File: src/rtl/uart_cmd_decoder_if.sv
// Byte stream from the UART receiver into the command decoder.
// Master drives the strobe and byte, slave consumes them.
interface uart_cmd_decoder_if;
  logic       rx_done_tick_i;
  logic [7:0] rx_data_i;

  modport master (
    output rx_done_tick_i,
    output rx_data_i
  );

  modport slave (
    input rx_done_tick_i,
    input rx_data_i
  );
endinterface

File: src/rtl/uart_cmd_decoder.sv
// Host command parser: DATA (0x0B) and FREQ (0x0A) frames to registered fields.
// Define CMD_ACK_EN to emit an ack byte request after every valid or error tick.
module uart_cmd_decoder #(
  parameter int         PACK_NUM            = 4,
  parameter int         DATA_BIT            = 32,
  parameter logic [7:0] DEFAULT_SLOW_PERIOD = 8'd20,
  parameter logic [7:0] DEFAULT_FAST_PERIOD = 8'd5,
  parameter int         TIMEOUT_CYCLES      = 100000
) (
  input  logic                clk_i,
  input  logic                rst_ni,
  uart_cmd_decoder_if.slave   rx,
  output logic [DATA_BIT-1:0] data_o,
  output logic [3:0]          channel_o,
  output logic                mode_o,
  output logic [1:0]          op_o,
  output logic                data_valid_tick_o,
  output logic [7:0]          slow_period_o,
  output logic [7:0]          fast_period_o,
  output logic                freq_valid_tick_o,
  output logic                err_tick_o,
  output logic                ack_start_o,
  output logic [7:0]          ack_data_o
);

  localparam int BW = $clog2(PACK_NUM + 2);
  localparam int TW = $clog2(TIMEOUT_CYCLES);
  localparam logic [7:0] CMD_DATA = 8'h0B;
  localparam logic [7:0] CMD_FREQ = 8'h0A;
  localparam logic [TW-1:0] TO_LAST = TW'(TIMEOUT_CYCLES - 2);

  typedef enum logic [1:0] {
    IDLE,
    DATA_PL,
    FREQ_PL
  } state_t;

  state_t state_q, state_d;

  logic          tick;
  logic [7:0]    byte_d;
  logic [BW-1:0] cnt_q;
  logic [TW-1:0] to_q;
  logic [DATA_BIT-1:0] shadow_q;
  logic [7:0]    slow_q;

  logic last_data;
  logic last_freq;
  logic bad_cmd;
  logic expire;
  logic pat_we;
  logic slow_we;

  assign tick   = rx.rx_done_tick_i;
  assign byte_d = rx.rx_data_i;

  always_ff @(posedge clk_i or negedge rst_ni) begin
    if (!rst_ni) state_q <= IDLE;
    else         state_q <= state_d;
  end

  always_comb begin
    state_d = state_q;
    unique case (state_q)
      IDLE: begin
        if (tick && byte_d == CMD_DATA) state_d = DATA_PL;
        else if (tick && byte_d == CMD_FREQ) state_d = FREQ_PL;
      end
      DATA_PL: if (last_data || expire) state_d = IDLE;
      FREQ_PL: if (last_freq || expire) state_d = IDLE;
      default: state_d = IDLE;
    endcase
  end

  // Decode strobes; a byte in the expiry cycle suppresses the timeout.
  always_comb begin
    last_data = 1'b0;
    last_freq = 1'b0;
    bad_cmd   = 1'b0;
    expire    = 1'b0;
    pat_we    = 1'b0;
    slow_we   = 1'b0;
    unique case (1'b1)
      state_q == IDLE: begin
        bad_cmd = tick && byte_d != CMD_DATA && byte_d != CMD_FREQ;
      end
      state_q == DATA_PL: begin
        last_data = tick && cnt_q == BW'(PACK_NUM);
        pat_we    = tick && cnt_q < BW'(PACK_NUM);
        expire    = !tick && to_q == TO_LAST;
      end
      state_q == FREQ_PL: begin
        last_freq = tick && cnt_q == BW'(PACK_NUM + 1);
        slow_we   = tick && cnt_q == BW'(PACK_NUM);
        expire    = !tick && to_q == TO_LAST;
      end
      default: ;
    endcase
  end

  always_ff @(posedge clk_i or negedge rst_ni) begin
    if (!rst_ni) begin
      cnt_q <= '0;
      to_q  <= '0;
    end else if (state_q == IDLE || state_d == IDLE) begin
      cnt_q <= '0;
      to_q  <= '0;
    end else if (tick) begin
      cnt_q <= cnt_q + BW'(1);
      to_q  <= '0;
    end else begin
      to_q  <= to_q + TW'(1);
    end
  end

  always_ff @(posedge clk_i or negedge rst_ni) begin
    if (!rst_ni) begin
      shadow_q <= '0;
      slow_q   <= '0;
    end else begin
      for (int k = 0; k < PACK_NUM; k++) begin
        if (pat_we && cnt_q == BW'(k)) shadow_q[8*k +: 8] <= byte_d;
      end
      if (slow_we) slow_q <= byte_d;
    end
  end

  always_ff @(posedge clk_i or negedge rst_ni) begin
    if (!rst_ni) begin
      data_o            <= '0;
      channel_o         <= '0;
      mode_o            <= 1'b0;
      op_o              <= '0;
      slow_period_o     <= DEFAULT_SLOW_PERIOD;
      fast_period_o     <= DEFAULT_FAST_PERIOD;
      data_valid_tick_o <= 1'b0;
      freq_valid_tick_o <= 1'b0;
      err_tick_o        <= 1'b0;
    end else begin
      data_valid_tick_o <= last_data;
      freq_valid_tick_o <= last_freq;
      err_tick_o        <= bad_cmd || expire;
      if (last_data) begin
        data_o    <= shadow_q;
        channel_o <= byte_d[7:4];
        mode_o    <= byte_d[2];
        op_o      <= byte_d[1:0];
      end
      if (last_freq) begin
        slow_period_o <= slow_q;
        fast_period_o <= byte_d;
      end
    end
  end

`ifdef CMD_ACK_EN
  always_ff @(posedge clk_i or negedge rst_ni) begin
    if (!rst_ni) begin
      ack_start_o <= 1'b0;
      ack_data_o  <= '0;
    end else begin
      ack_start_o <= data_valid_tick_o || freq_valid_tick_o || err_tick_o;
      if (err_tick_o)             ack_data_o <= 8'hEE;
      else if (data_valid_tick_o) ack_data_o <= CMD_DATA | 8'h80;
      else if (freq_valid_tick_o) ack_data_o <= CMD_FREQ | 8'h80;
    end
  end
`else
  assign ack_start_o = 1'b0;
  assign ack_data_o  = '0;
`endif

endmodule

File: src/flat_wrapper.sv
// flat-port wrapper written by rule: the top's interface ports become plain ports
module uart_cmd_decoder_flat 
#(
  parameter int         PACK_NUM            = 4,
  parameter int         DATA_BIT            = 32,
  parameter logic [7:0] DEFAULT_SLOW_PERIOD = 8'd20,
  parameter logic [7:0] DEFAULT_FAST_PERIOD = 8'd5,
  parameter int         TIMEOUT_CYCLES      = 100000
)
  (clk_i, rst_ni, data_o, channel_o, mode_o, op_o, data_valid_tick_o, slow_period_o, fast_period_o, freq_valid_tick_o, err_tick_o, ack_start_o, ack_data_o, rx_rx_done_tick_i, rx_rx_data_i);
  uart_cmd_decoder_if rx_i ();
  input  logic clk_i;
  input  logic rst_ni;
  output logic [DATA_BIT-1:0] data_o;
  output logic [3:0] channel_o;
  output logic mode_o;
  output logic [1:0] op_o;
  output logic data_valid_tick_o;
  output logic [7:0] slow_period_o;
  output logic [7:0] fast_period_o;
  output logic freq_valid_tick_o;
  output logic err_tick_o;
  output logic ack_start_o;
  output logic [7:0] ack_data_o;
  input wire logic [$bits(rx_i.rx_done_tick_i)-1:0] rx_rx_done_tick_i;
  input wire logic [$bits(rx_i.rx_data_i)-1:0] rx_rx_data_i;
  assign rx_i.rx_done_tick_i = rx_rx_done_tick_i;
  assign rx_i.rx_data_i = rx_rx_data_i;
  uart_cmd_decoder #(.PACK_NUM(PACK_NUM), .DATA_BIT(DATA_BIT), .DEFAULT_SLOW_PERIOD(DEFAULT_SLOW_PERIOD), .DEFAULT_FAST_PERIOD(DEFAULT_FAST_PERIOD), .TIMEOUT_CYCLES(TIMEOUT_CYCLES)) u_core (.clk_i(clk_i), .rst_ni(rst_ni), .rx(rx_i), .data_o(data_o), .channel_o(channel_o), .mode_o(mode_o), .op_o(op_o), .data_valid_tick_o(data_valid_tick_o), .slow_period_o(slow_period_o), .fast_period_o(fast_period_o), .freq_valid_tick_o(freq_valid_tick_o), .err_tick_o(err_tick_o), .ack_start_o(ack_start_o), .ack_data_o(ack_data_o));
endmodule
File: config.mk
export PLATFORM = sky130hd
export DESIGN_NAME = uart_cmd_decoder_flat
export DESIGN_NICKNAME = d
export VERILOG_FILES = /design/src/rtl/uart_cmd_decoder_if.sv /design/src/rtl/uart_cmd_decoder.sv /design/src/flat_wrapper.sv
export SDC_FILE = /design/constraint.sdc
export NUM_CORES = 1
export LEC_CHECK = 0
export BUFFER_PORTS_ARGS = -buffer_cell sky130_fd_sc_hd__buf_4
export CORE_MARGIN = 3
export CORE_UTILIZATION = 52
export CTS_BUF_LIST = sky130_fd_sc_hd__clkbuf_4 sky130_fd_sc_hd__clkbuf_8
export CTS_CLUSTER_DIAMETER = 60
export DETAILED_ROUTE_END_ITERATION = 7
export HOLD_SLACK_MARGIN = 0.06
export PLACE_DENSITY = 0.77
export SLEW_MARGIN = 20
export SYNTH_ARGS = -nofsm -noshare
export SYNTH_HDL_FRONTEND = slang
export SYNTH_SLANG_ARGS = --single-unit
File: constraint.sdc
create_clock -name clk_i -period 1.8 [get_ports clk_i]
set_input_delay 0.27 -clock clk_i [delete_from_list [all_inputs] [get_ports clk_i]]
set_output_delay 0.27 -clock clk_i [all_outputs]
set_load 0.05 [all_outputs]
==> impl_metrics.yaml <==
worst_setup_path:
  worstSetupPathType: "reg2reg"
  cp-end-kind: "register"
  worstPathCellList: "or4b_1 -> or3_4 -> o211ai_4 -> buf_12 -> nor2_1"
  cp.arrival_ns: 2.13
  crit_buf_inv: 1
  startpoint_type: "register"
  max_stage_delay_ns: 0.51
  slowest_stage: "or4b_1"
  required_ns: 2.11
  crit_family: "simple AND/OR/NAND/NOR gates"
  cp_max_fo: 17
routing:
  ant_nets: 0
  via_count: 3200
  drc: 0
  dr.first_iter.drc_count: 149
  drt_pass1_iterations: 4
  finalWirelength_um: 10460
  vias_per_cell: 5.281
  wl_per_cell_um: 17.26
clock_network:
  clkSinkCount: 120
  clkSlewWorstSetupHoldPaths_ns: 0.07
  cts_buffers: 17
  root_buffer: "clkbuf_8"
  h-tree-depth: 4
  clock_latency_ns: 0.42
  cts_tree: "done"
  cts_max_path_buffers: 2
floorplan:
  die_h_um: 104.1
  start_util: 0.5392
  die_area_mm2: 0.01084
  ios: 78
  die_x_um: 104.1
  rows: 35
  placeableCoreArea_mm2: 0.009284
timing:
  fin_setup_tns_ns: -0.1075
  min_period_over_period: 1.008
  finalSetupViolCount: 13
  min_period_ns: 1.814
  rsz0062_at_grt: "true"
  fin_ws_ns: -0.01419
  final-hold-violation-count: 0
  slew_violations: 0
  fmax_mhz: 551.2
  fin_skew_ns: 0.006448
global_route:
  grt_pass1_vias: 3376
  grt_max_degree: 40
  track_usage: 0.2053
  grt_first_pass_wirelength_um: 17560
  grt.overflow.total: 0
  antenna_found_initial: 0
finish:
  area_growth_pct: 26.77
  drive_gt1_frac: 0.5010
  layout.cells.most_common_list: "116 x dfrtp_1, 95 x mux2_2, 88 x buf_4, 25 x nor2_1, 19 x clkbuf_8"
  fin_util: 0.6836
  fin_nets: 486
  stdcell_area_mm2: 0.006346
  fill_cells: 670
  layout_commonest_cell: "dfrtp_1"
  diodes: 0
pwr:
  p_per_area_mw_per_mm2: 938.5
  p_leak_nw: 3.203
  netSwitchingPower_mw: 1.614
  comb_power_share: 0.131
  power_frac_clock: 0.384
  p_int_mw: 4.342
  ir_drop_v: 0.0005077
  netSwitchingFraction: 0.2710
  power.share.sequential: 0.485
run_status:
  violations: "negative setup slack"
  status: "complete, but fails checks"
logic_synthesis:
  synth-edff-count: 0
  syn-cell-area_mm2: 0.005006
  synth_compound_area_frac: 0.01975
  synth_warnings: 0
  yosys_register_bits: 120
  yosys.cell_types.count: 41
  synth_xor_area_frac: 0.02624
  syn_area_per_cell_um2: 13.98
  synth_fa_ha_area_frac: 0.02749
  synth_top_family_by_area: "multiplexers"
  ys_seq_area_frac: 0.6008
  synth_cells: 358
  synth_flop_cell: "dfrtp_1"
  synth-simple-area-share: 0.07773
  synthMuxAreaShare: 0.2177
  ys_async_sr_fraction: 1.000
place:
  gp_congestion: 0.8339
  dpl_cell_area_mm2: 0.005899
  port-buffer-count: 68
  hpwl_um: 7142
job:
  cap_violations: 0
worst_hold_path:
  min_path_type: "in2reg"
final timing paths:
| check | from | to | slack, ns | depth (start not counted) |
|---|---|---|---|---|
| max in group asynchronous | rst_ni | u_core.shadow_q[5]$_DFFE_PN0P_ | 0.84 | 3 |
| max | u_core.to_q[13]$_DFF_PN0_ | u_core.to_q[2]$_DFF_PN0_ | -0.01 | 5 |
| min reg2reg | u_core.slow_q[5]$_DFFE_PN0P_ | u_core.slow_period_o[5]$_DFFE_PN0P_ | 0.50 | 1 |
| min | rx_rx_done_tick_i | u_core.cnt_q[2]$_DFFE_PN0P_ | 0.13 | 2 |
| min in group asynchronous | rst_ni | u_core.shadow_q[16]$_DFFE_PN0P_ | 0.34 | 2 |
| max reg2reg | u_core.to_q[13]$_DFF_PN0_ | u_core.to_q[2]$_DFF_PN0_ | -0.01 | 5 |
routing by layer:
layer | vias to the layer above | GRT usage | wire length [um]
li1 | 1454 | - | -
met1 | 1655 | 0.2525 | 4358
met2 | 79 | 0.3561 | 5527
met3 | 12 | 0.05525 | 448
met4 | 0 | 0.05983 | 127
met5 | - | 0 | 0
synthesized netlist by cell type, types with 2 or more instances:
cell,count,area share
nor3_1,3,0.0030
xor2_1,3,0.0052
nand2_1,10,0.0075
nand3_1,11,0.011
ha_1,11,0.027
dfstp_2,4,0.021
or4_1,3,0.0045
nor4_1,5,0.0062
o2bb2ai_1,2,0.0035
buf_1,4,0.0030
o21ai_0,2,0.0020
dfrtp_1,116,0.58
inv_1,9,0.0067
mux2i_1,2,0.0040
xnor2_1,12,0.021
o211ai_1,2,0.0030
nor2_1,25,0.019
nand4_1,4,0.0050
buf_4,9,0.013
and2_1,2,0.0025
nand2b_1,2,0.0025
clkbuf_1,4,0.0030
mux2_2,95,0.21
timing repair:
action,in CTS,in global routing
hold endpoints to repair,31,0
setup buffers,2,2
gates resized for setup,0,5
pin swaps,0,4
setup endpoints to repair,17,30
hold buffers,1,0
registers in the layout, summed over array words and instances (netlist names), 3 cells and up:
signal,flops
u_core.to_q,17
u_core.fast_period_o,8
u_core.shadow_q,32
u_core.slow_period_o,8
u_core.cnt_q,3
u_core.data_o,32
u_core.channel_o,4
u_core.slow_q,8
kinds of logic after synthesis:
logic type                 after synthesis
buffers and inverters                   28
adders and majority gates               11
DFF                                    120
muxes                                   97
other                                    1
AOI/OAI and AO/OA                       12
xor gates and xnor gates                15
and+or+nand+nor                         74
worst register-to-register path, delay by kind of cell (launching register included):
family	cells	cell delay [ns]
AND/OR/NAND/NOR	3	0.94
flip-flops	1	0.39
AO/OA/AOI/OAI	1	0.20
buffers and inverters	1	0.17
final cells by class:
| class | instances | area, um^2 | share of cell area |
|---|---|---|---|
| Clock buffer | 19 | 261.5 | 0.04121 |
| Clock inverter | 13 | 121.4 | 0.01912 |
| Inverter | 9 | 33.78 | 0.005323 |
| Multi-Input combinational cell | 218 | 1909 | 0.3009 |
| Sequential cell | 120 | 3008 | 0.4740 |
| Tap cell | 129 | 161.4 | 0.02543 |
| Timing Repair Buffer | 98 | 850.8 | 0.1341 |
metrics by stage:
stage / power [mW] / hold WS, ns / setup slack, ns / instances
after detailed placement: 3.636 / 0.2607 / -0.04603 / 569
after global placement: 3.607 / 0.2543 / 0.03754 / 569
final: 5.956 / 0.1328 / -0.01419 / 606
after global routing: 6.220 / 0.1241 / -0.08268 / 606
after floorplan: 3.352 / -0.02559 / -0.01519 / 366
after CTS: 5.957 / 0.1079 / -0.02597 / 604
power by group through the flow:
| stage | registers, mW | clock network, mW | logic, mW |
|---|---|---|---|
| 2_1_floorplan | 2.96 | 0 | 0.394 |
| 3_3_place_gp | 2.93 | 0 | 0.676 |
| 3_5_place_dp | 2.94 | 0 | 0.698 |
| 4_1_cts | 2.88 | 2.34 | 0.731 |
| 5_1_grt | 2.90 | 2.47 | 0.847 |
| 6_report | 2.89 | 2.29 | 0.778 |
(Power assumes the default switching activity.)
